`config.mk`:
```
export PLATFORM = sky130hd
export DESIGN_NAME = cond_qual_detector
export DESIGN_NICKNAME = d
export VERILOG_FILES = /design/src/rtl/cond_pkg.sv /design/src/rtl/cond_reduce.sv /design/src/rtl/cond_qual_detector.sv
export SDC_FILE = /design/constraint.sdc
export NUM_CORES = 1
export LEC_CHECK = 0
export CAP_MARGIN = 30
export CELL_PAD_IN_SITES_DETAIL_PLACEMENT = 1
export CELL_PAD_IN_SITES_GLOBAL_PLACEMENT = 1
export CORE_MARGIN = 10
export CORE_UTILIZATION = 37
export CTS_BUF_LIST = sky130_fd_sc_hd__clkbuf_4 sky130_fd_sc_hd__clkbuf_8 sky130_fd_sc_hd__clkbuf_16
export CTS_CLUSTER_DIAMETER = 100
export DETAILED_ROUTE_END_ITERATION = 12
export HOLD_SLACK_MARGIN = 0.15
export MAX_ROUTING_LAYER = met4
export PLACE_DENSITY = 0.81
export SLEW_MARGIN = 25
export SYNTH_ARGS = -nofsm -noshare
export SYNTH_HDL_FRONTEND = slang
export SYNTH_HIERARCHICAL = 1
export SYNTH_SLANG_ARGS = --single-unit
```
`constraint.sdc`:
```
create_clock -name clk -period 4.7 [get_ports clk]
set_input_delay 0.705 -clock clk [delete_from_list [all_inputs] [get_ports clk]]
set_output_delay 0.705 -clock clk [all_outputs]
set_load 0.01 [all_outputs]
```
`src/rtl/cond_pkg.sv`:
```
// Shared types for the qualified-condition detector: reduction modes and FSM states.
package cond_pkg;

  typedef enum logic [1:0] {
    MODE_AND = 2'b00,
    MODE_OR  = 2'b01,
    MODE_XOR = 2'b10,
    MODE_NOR = 2'b11
  } mode_t;

  typedef enum logic [1:0] {
    IDLE   = 2'b00,
    QUAL   = 2'b01,
    ACTIVE = 2'b10
  } state_t;

endpackage

```
`src/rtl/cond_reduce.sv`:
```
// Combinational N-input reduction selected by mode (AND/OR/XOR/NOR).
// Zero latency, no flow control.
module cond_reduce
  import cond_pkg::*;
#(
  parameter int N = 4
) (
  input  logic [1:0]   mode,
  input  logic [N-1:0] in_vec,
  output logic         c
);

  always_comb begin
    c = 1'b0;
    case (mode)
      MODE_AND: c = &in_vec;
      MODE_OR:  c = |in_vec;
      MODE_XOR: c = ^in_vec;
      MODE_NOR: c = ~|in_vec;
    endcase
  end

endmodule

```
`src/rtl/cond_qual_detector.sv`:
```
// Glitch-qualified condition flag: y asserts on the edge sampling the HOLD-th consecutive true
// reduction, drops on the first false sample; registered rise/fall pulses and a saturating rise count.
module cond_qual_detector
  import cond_pkg::*;
#(
  parameter int N     = 4,
  parameter int HOLD  = 3,
  parameter int CNT_W = 8
) (
  input  logic             clk,
  input  logic             rst_n,
  input  logic             en,
  input  logic [1:0]       mode,
  input  logic [N-1:0]     in_vec,
  input  logic             clr_cnt,
  output logic             y,
  output logic             rise,
  output logic             fall,
  output logic [CNT_W-1:0] event_cnt
);

  localparam int RUN_W = $clog2(HOLD + 1);
  localparam logic [RUN_W-1:0] HOLD_R = RUN_W'(HOLD);

  logic             c;
  state_t           state, state_nxt;
  logic [RUN_W-1:0] run, run_nxt, run_inc;
  logic             y_nxt, rise_nxt, fall_nxt;
  logic [CNT_W-1:0] cnt_nxt;

  cond_reduce #(.N(N)) u_reduce (
    .mode   (mode),
    .in_vec (in_vec),
    .c      (c)
  );

  // run is zero in IDLE, so IDLE and QUAL share the same advance rule.
  assign run_inc = (run == HOLD_R) ? run : run + 1'b1;

  always_comb begin
    state_nxt = state;
    run_nxt   = run;
    y_nxt     = 1'b0;
    rise_nxt  = 1'b0;
    fall_nxt  = 1'b0;
    if (!en) begin
      state_nxt = IDLE;
      run_nxt   = '0;
      fall_nxt  = y;
    end else begin
      case (state)
        IDLE, QUAL: begin
          if (c) begin
            run_nxt = run_inc;
            if (run_inc == HOLD_R) begin
              state_nxt = ACTIVE;
              y_nxt     = 1'b1;
              rise_nxt  = 1'b1;
            end else begin
              state_nxt = QUAL;
            end
          end else begin
            state_nxt = IDLE;
            run_nxt   = '0;
          end
        end
        ACTIVE: begin
          if (c) begin
            run_nxt = run_inc;
            y_nxt   = 1'b1;
          end else begin
            state_nxt = IDLE;
            run_nxt   = '0;
            fall_nxt  = 1'b1;
          end
        end
        default: begin
          state_nxt = IDLE;
          run_nxt   = '0;
        end
      endcase
    end
  end

  // Clear wins over a coincident rise; the count sticks at all-ones.
  always_comb begin
    cnt_nxt = event_cnt;
    if (clr_cnt)
      cnt_nxt = '0;
    else if (rise_nxt && (event_cnt != {CNT_W{1'b1}}))
      cnt_nxt = event_cnt + 1'b1;
  end

  always_ff @(posedge clk) begin
    if (!rst_n) begin
      state     <= IDLE;
      run       <= '0;
      y         <= 1'b0;
      rise      <= 1'b0;
      fall      <= 1'b0;
      event_cnt <= '0;
    end else begin
      state     <= state_nxt;
      run       <= run_nxt;
      y         <= y_nxt;
      rise      <= rise_nxt;
      fall      <= fall_nxt;
      event_cnt <= cnt_nxt;
    end
  end

endmodule

```
==> results of run 1 <==
==> metal layers <==
metal  routed length, um  share of wire [%]  vias up
met4                  42                1.8        0
met5                   0                  0        -
met2                1151                 51       18
met3                 143                6.3        5
met1                 935                 41      358
li1                    -                  -      362
==> cell type report <==
class / count / area [um2] / area share (%)
clock inverter: 1 / 5.005 / 0.4802
timing repair buffer: 20 / 200.2 / 19.21
multi-input combinational: 64 / 454.2 / 43.58
sequential: 15 / 300.3 / 28.81
inverter: 7 / 26.28 / 2.521
clock buffer: 3 / 22.52 / 2.161
tap: 27 / 33.78 / 3.241
==> power by group through the flow <==
stage,clock [W],sequential [W],combinational [W]
5_1_grt,0.0000832,0.000129,0.0000268
3_3_place_gp,0,0.000132,0.0000227
3_5_place_dp,0,0.000132,0.0000240
6_report,0.0000765,0.000129,0.0000239
2_1_floorplan,0,0.000131,0.0000117
4_1_cts,0.0000787,0.000129,0.0000241
==> layout by cell type (no fill, tap or decap), types with 3 or more instances in the layout <==
cell type	count
nand2b_1	3
and2_1	3
nor2_1	5
nand2_1	8
a211oi_1	4
and3_1	3
dfxtp_1	15
inv_1	7
mux2i_1	3
a31oi_1	3
clkdlybuf4s50_1	20
clkbuf_4	3
ha_1	5
==> logic make-up (layout without fill, tap and decap cells) <==
logic type | count (synthesis) | after routing
AO/OA/AOI/OAI | 17 | 17
flip-flops | 15 | 15
multiplexers | 3 | 3
adder cells (fa/ha/maj) | 5 | 5
XOR/XNOR | 1 | 1
AND/OR/NAND/NOR | 38 | 38
buffers and inverters | 9 | 31
==> metrics by stage <==
step                hold WS [ns]  util, %  instance area, um2  total power (W)
finish                    0.4405    52.06                1042        0.0002290
global route              0.4676    52.06                1042        0.0002388
CTS                       0.4487    52.06                1042        0.0002314
detailed placement        0.4353    50.69                1015        0.0001555
global placement          0.4214    50.69                1015        0.0001542
floorplan                 0.4129        -               788.3        0.0001432
==> critical path: cells and delay by family <==
kind                       cells  cell delay, ns
buffers and inverters          2            0.59
xor gates and xnor gates       1            0.13
AOI/OAI and AO/OA              3            0.58
and+or+nand+nor                2            0.78
adders and majority gates      1            0.29
==> registers in the layout (all words and copies together) (netlist names) <==
register / cells
rise: 1
event_cnt: 8
fall: 1
y: 1
state: 2
run: 2
==> final timing paths <==
check                         start                        end  slack [ns]  cells past startpoint
hold reg to reg   run[0]$_SDFF_PN0_          run[0]$_SDFF_PN0_        0.44                      1
hold / removal    run[0]$_SDFF_PN0_          run[0]$_SDFF_PN0_        0.44                      1
setup reg to reg  run[1]$_SDFF_PN0_  event_cnt[7]$_SDFFE_PP0P_        3.23                      3
setup / recovery          in_vec[3]  event_cnt[7]$_SDFFE_PP0P_        1.82                      9
==> impl_results.md, run 1 <==
- Vias in the first global route: 768
- Area contributors post-synth: dfxtp_1, ha_1, mux2i_1
- Core area: 0.002002 mm2
- Antenna Cells: 0
- Bufs on Longest Clock Path: 2
- Max-Cap Viols: 0
- Gate Count Post-Synth: 88
- Top-level port count: 21
- Setup_tns: 0 ns
- Mux cell area share after synthesis: 3.810%
- Pwr Density: 219.7 mW/mm2
- Tot GR Track Use: 11.28%
- Worst setup EP type: flip-flop
- H-tree depth: 1
- Vias per cell: 5.423
- Sw frac: 24.87%
- Nets: 126
- Synth Area in Simple Gates: 28.57%
- Leakage power: 0.4210 nW
- Routing usage on met2: 19.14%
- Synthesized Nets: 103
- Cells after DPL: 133
- Final ANT Viol Nets: 0
- Critical Path, Cell by Cell: clkdlybuf4s50_1 -> inv_1 -> ha_1 -> xnor2_1 -> a211oi_1 -> o21bai_1 -> nand4b_2 -> or4_1 -> o211a_1
- First drt pass iteration count: 4
- Hold WC Path Type: reg2reg
- DIE AREA: 0.004376 mm2
- Synth Area in Compound Gates: 16.19%
- Clock Sinks: 15
- First-pass GRT wire length: 3.774 mm
- Worst Path Class, Setup: in2reg
- Die width: 66.16 um
- Drt wl/cell: 16.59 um
- Remaining DRCs: 0
- Synth top cells by count: dfxtp_1, nand2_1, inv_1
- CTS buffer count: 3
- IO Port Bufs: 20
- Sw Pwr: 0.00005696 W
- Routed WL: 2.273 mm
- Max-slew headroom: 63.09%
- GP Congestion: 0.7582
- F_max: 0.3468 GHz
- Distinct cells, synth: 34
- Top FF cell, synth: dfxtp_1
- Main combinational cell family by area after synthesis: simple AND/OR/NAND/NOR gates
- Starting Density: 39.38%
- Via count: 743
- Warnings, synthesis: 6
- Post-synthesis register bit count: 15
- Layout cells sized above 1: 6.364%
- Status: completed
- Clk_lat worst skew: 0.29 ns
- Startpoint types: input port
- Met3 usage: 3.898%
- Mapped cell area: 788.3 um2
- Part of the power in the clock network: 33.4%
- PnR worst setup slack: 1.817 ns
- Slowest CP cell: or4_1
- RSZ-0062 raised after global routing: no
- Syn-to-layout area delta: 32.22%
- GR peak layer: met2
- P_int: 0.0001721 W
- Gate power share: 10.4%
- Fill count: 241
- Post-DP HPWL: 1.793 mm
- Layout Skew: 0.006113 ns
- Initial antenna violation count: 0
- Dpl ws: 1.529 ns
- # setup viols final: 0
- CTS Hold Buffers Added: 0
- Synth Area in XOR/XNOR: 1.111%
- Global route overflow: 0
- Worst VDD drop: 0.0001457 V
- Post-synth EDFFs: 0
- Non-filler instance count after layout: 137
- Async set or reset register ratio after synthesis: 0%
- Die height: 66.16 um
- Area share of fa/ha/maj cells after synthesis: 7.937%
- Hold Fails Final Rpt: 0
- Row count: 16
- Largest net degree at the start of global routing: 10
- Setup Fix Bufs, Post-CTS: 0
- Slew Limit Fails: 0
- Post-synth top area share: 38.10%
- Worst-Margin Slew: 0.5525 ns
- DRT iter0 DRCs: 10
- Final period util: 61.34%
- Top-count cell post-synth: dfxtp_1
- Register area share after synthesis: 38.10%
- Slowest stage delay, CP: 0.56 ns
- Syn avg cell area: 8.957 um2
- Global routing usage on met1: 11.27%
- Crit path DAT: 3.08 ns
- Worst-path fanout max: 5
- Seq pwr share: 56.2%
- Clock Tree Root: clkbuf_4
- Cell taking the most area after synthesis: dfxtp_1
- CTS tree: built
- Min Tclk post-route: 2.883 ns
- Data required time of the worst path: 4.89 ns
- Cts repair resizes: 0
- Clock slew at reported path FFs: 0.09 ns
No activity file was read; power rests on OpenSTA's default activity.
==> inputs of run 2 (changes only) <==
- CORE_UTILIZATION: 37 -> 34
- PLACE_DENSITY: 0.81 -> 0.75
- clock period: 4.7 -> 2.8 ns (I/O delays scaled with it)
==> run 2 against run 1 <==
Compared with the run above:
- count of clock-buffer cells in the layout is the same
- critical path depth is the same
- combinational power grew 75%
- routed wire length shrank 6.3%
- clock skew shrank 0.0035 ns
- sequential share of layout area shrank 0.24 points
- register-to-register slack lost 1.9 ns
- sequential cell count is the same
- first-iteration DRC count grew 60%
- sequential power grew 67%
==> impl_results.md, run 2 (synthesis results as in run 1) <==
- First drt pass iteration count: 4 (unchanged)
- # setup viols final: 0 (unchanged)
- Clock slew at reported path FFs: 0.09 ns (about the same)
- Vias in the first global route: 740 (-3.6%)
- Worst setup EP type: flip-flop
- DRT iter0 DRCs: 16 (+6)
- GP Congestion: 0.8174 (+7.8%)
- Data required time of the worst path: 3.02 ns (-1.87 ns)
- Gate power share: 10.9% (+0.5 points)
- Number of flip-flops in the largest register: 8 (unchanged)
- Min Hold Slack: 0.4519 ns (+0.01146 ns)
- DIE AREA: 0.004644 mm2 (+6.1%)
- Sw Pwr: 0.00009433 W (+66%)
- Sw frac: 24.51% (-0.36 points)
- Bufs on Longest Clock Path: 2 (unchanged)
- Final ANT Viol Nets: 0 (unchanged)
- Setup Fix Bufs, Post-CTS: 0 (unchanged)
- Max-Cap Viols: 0 (unchanged)
- Final period util: 88.73%
- Clk_lat worst skew: 0.29 ns (about the same)
- Slowest CP cell: clkdlybuf4s50_1
- Layout Skew: 0.002598 ns (-0.003516 ns)
- Startpoint types: input port
- Nets: 127 (+0.79%)
- IO Port Bufs: 20 (unchanged)
- Fill count: 272 (+13%)
- Die height: 68.15 um (+3.0%)
- Clock Sinks: 15 (unchanged)
- Routed WL: 2.130 mm (-6.3%)
- Reg-to-reg endpoint: event_cnt[5]$_SDFFE_PP0P_
- CTS buffer count: 3 (unchanged)
- Hold Fails Final Rpt: 0 (unchanged)
- R2R Setup Slk: 1.34 ns (-1.89 ns)
- Commonest non-fill, non-tap cell in the layout: clkdlybuf4s50_1
- Clock Tree Root: clkbuf_4
- Tot GR Track Use: 10.05% (-1.2 points)
- Row count: 17 (+1)
- Core area: 0.002212 mm2 (+10%)
- First-pass GRT wire length: 3.429 mm (-9.1%)
- Hold path startpoint: run[0]$_SDFF_PN0_
- Syn-to-layout area delta: 33.33%
- WP buf/inv: 2 (unchanged)
- Largest net degree at the start of global routing: 10 (unchanged)
- Pwr Density: 366.2 mW/mm2 (+67%)
- Global route overflow: 0 (unchanged)
- Worst Path Class, Setup: in2reg
- Reg area: 300.3 um2 (unchanged)
- Remaining DRCs: 0 (unchanged)
- Min Tclk post-route: 2.484 ns
- Worst VDD drop: 0.0002539 V (+74%)
- Number of cells on the worst hold path: 1 (unchanged)
- CP top delay family: simple AND/OR/NAND/NOR gates
- Layout cells sized above 1: 7.207% (+0.84 points)
- Worst-path fanout max: 5 (unchanged)
- Via count: 739 (-0.54%)
- Multi-input gate area: 454.2 um2 (unchanged)
- F_max: 0.4025 GHz
- H-tree depth: 1 (unchanged)
- Cts repair resizes: 0 (unchanged)
- Slew Limit Fails: 0 (unchanged)
- RSZ-0062 raised after global routing: no
- Initial antenna violation count: 0 (unchanged)
- Max-slew headroom: 60.57% (-2.5 points)
- Dpl ws: -0.002446 ns (-1.531 ns)
- Hold Path Sink: run[0]$_SDFF_PN0_
- P_int: 0.0002905 W (+69%)
- Top-level port count: 21 (unchanged)
- CTS Hold Buffers Added: 0 (unchanged)
- Leakage power: 0.4260 nW (+1.2%)
- Critical Path, Cell by Cell: clkdlybuf4s50_1 -> inv_1 -> ha_1 -> xnor2_1 -> a211oi_1 -> o21bai_1 -> nand4b_2 -> nor4_1 -> mux2i_1
- Antenna Cells: 0 (unchanged)
- Largest regs: event_cnt: 8 flops, run: 2 flops, state: 2 flops
- Worst-Margin Slew: 0.5903 ns (+0.03776 ns)
- Vias per cell: 5.317 (-2.0%)
- CTS tree: built
- Seq pwr share: 56.1% (about the same)
- Status: completed
- Most frequent cells in the layout: clkdlybuf4s50_1, dfxtp_1, nand2_1, inv_1
- PnR worst setup slack: 0.3156 ns (-1.501 ns)
- Biggest register: event_cnt
- Slowest stage delay, CP: 0.49 ns (-0.07 ns)
- Drt wl/cell: 15.32 um (-7.6%)
- Die width: 68.15 um (+3.0%)
- Worst Reg-to-Reg Cells: 4 (+1)
- Starting Density: 35.63% (-3.7 points)
- Crit Reg-Reg Startpoint: event_cnt[0]$_SDFFE_PP0P_
- Part of the power in the clock network: 33.0% (-0.4 points)
- Crit path DAT: 2.70 ns (-0.38 ns)
- Post-DP HPWL: 1.706 mm (-4.8%)
- Hold WC Path Type: reg2reg
==> run 2: changes by cell type in the layout (fill, tap and decap cells not counted), sizes merged <==
cell	change
buf	+1
==> run 2: metrics by stage <==
| step | utilization (%) | area, um2 | setup TNS (ns) | power, W | instances |
|---|---|---|---|---|---|
| 6_report | 47.51 | 1051 | 0 | 0.0003848 | 139 |
| 5_1_grt | 47.51 | 1051 | 0 | 0.0004030 | 139 |
| 4_1_cts | 47.51 | 1051 | 0 | 0.0003871 | 139 |
| 3_5_place_dp | 46.27 | 1023 | -0.002726 | 0.0002633 | 135 |
| 3_3_place_gp | 46.27 | 1023 | 0 | 0.0002611 | 135 |
| 2_1_floorplan | - | 788.3 | 0 | 0.0002403 | 88 |
==> run 2: worst max-delay path by stage <==
| stage | depth (start not counted) | endpoint | slack (ns) | startpoint |
|---|---|---|---|---|
| 2_1_floorplan | 8 | event_cnt[7]$_SDFFE_PP0P_ | 0.62 | in_vec[2] |
| 3_3_place_gp | 9 | event_cnt[7]$_SDFFE_PP0P_ | 0.08 | in_vec[0] |
| 3_5_place_dp | 9 | event_cnt[5]$_SDFFE_PP0P_ | -0.002 | in_vec[0] |
| 4_1_cts | 9 | event_cnt[5]$_SDFFE_PP0P_ | 0.28 | in_vec[0] |
| 5_1_grt | 9 | event_cnt[5]$_SDFFE_PP0P_ | 0.14 | in_vec[1] |
| 6_report | 9 | event_cnt[5]$_SDFFE_PP0P_ | 0.32 | in_vec[0] |
==> run 2: area by class of cell <==
type / instances / area share, %
clock buffers: 3 / 2.143
clock inverters: 1 / 0.4762
inverters: 7 / 2.500
multi-input cells: 64 / 43.21
flip-flops and latches: 15 / 28.57
well taps: 28 / 3.333
repair buffers: 21 / 19.76
==> run 2: power by group through the flow <==
| stage | registers [W] | logic (W) | clock network [W] |
|---|---|---|---|
| after floorplan | 0.000221 | 0.0000197 | 0 |
| after global placement | 0.000221 | 0.0000403 | 0 |
| after detailed placement | 0.000221 | 0.0000424 | 0 |
| after CTS | 0.000216 | 0.0000428 | 0.000128 |
| after global routing | 0.000216 | 0.0000473 | 0.000140 |
| final | 0.000216 | 0.0000419 | 0.000127 |
==> run 2: routing by layer <==
metal / global-route usage, % / vias to the layer above / share of wire [%]
met5: - / - / 0
li1: - / 368 / -
met1: 10.72 / 347 / 42
met4: 5.276 / 0 / 1.2
met2: 16.63 / 20 / 50
met3: 2.773 / 4 / 6.6
==> inputs of run 3 (changes only) <==
- GPL_ROUTABILITY_DRIVEN: not set -> 0
==> results of run 3 <==
Same layout as run 2: the final DEF is identical, and so are final timing and power.
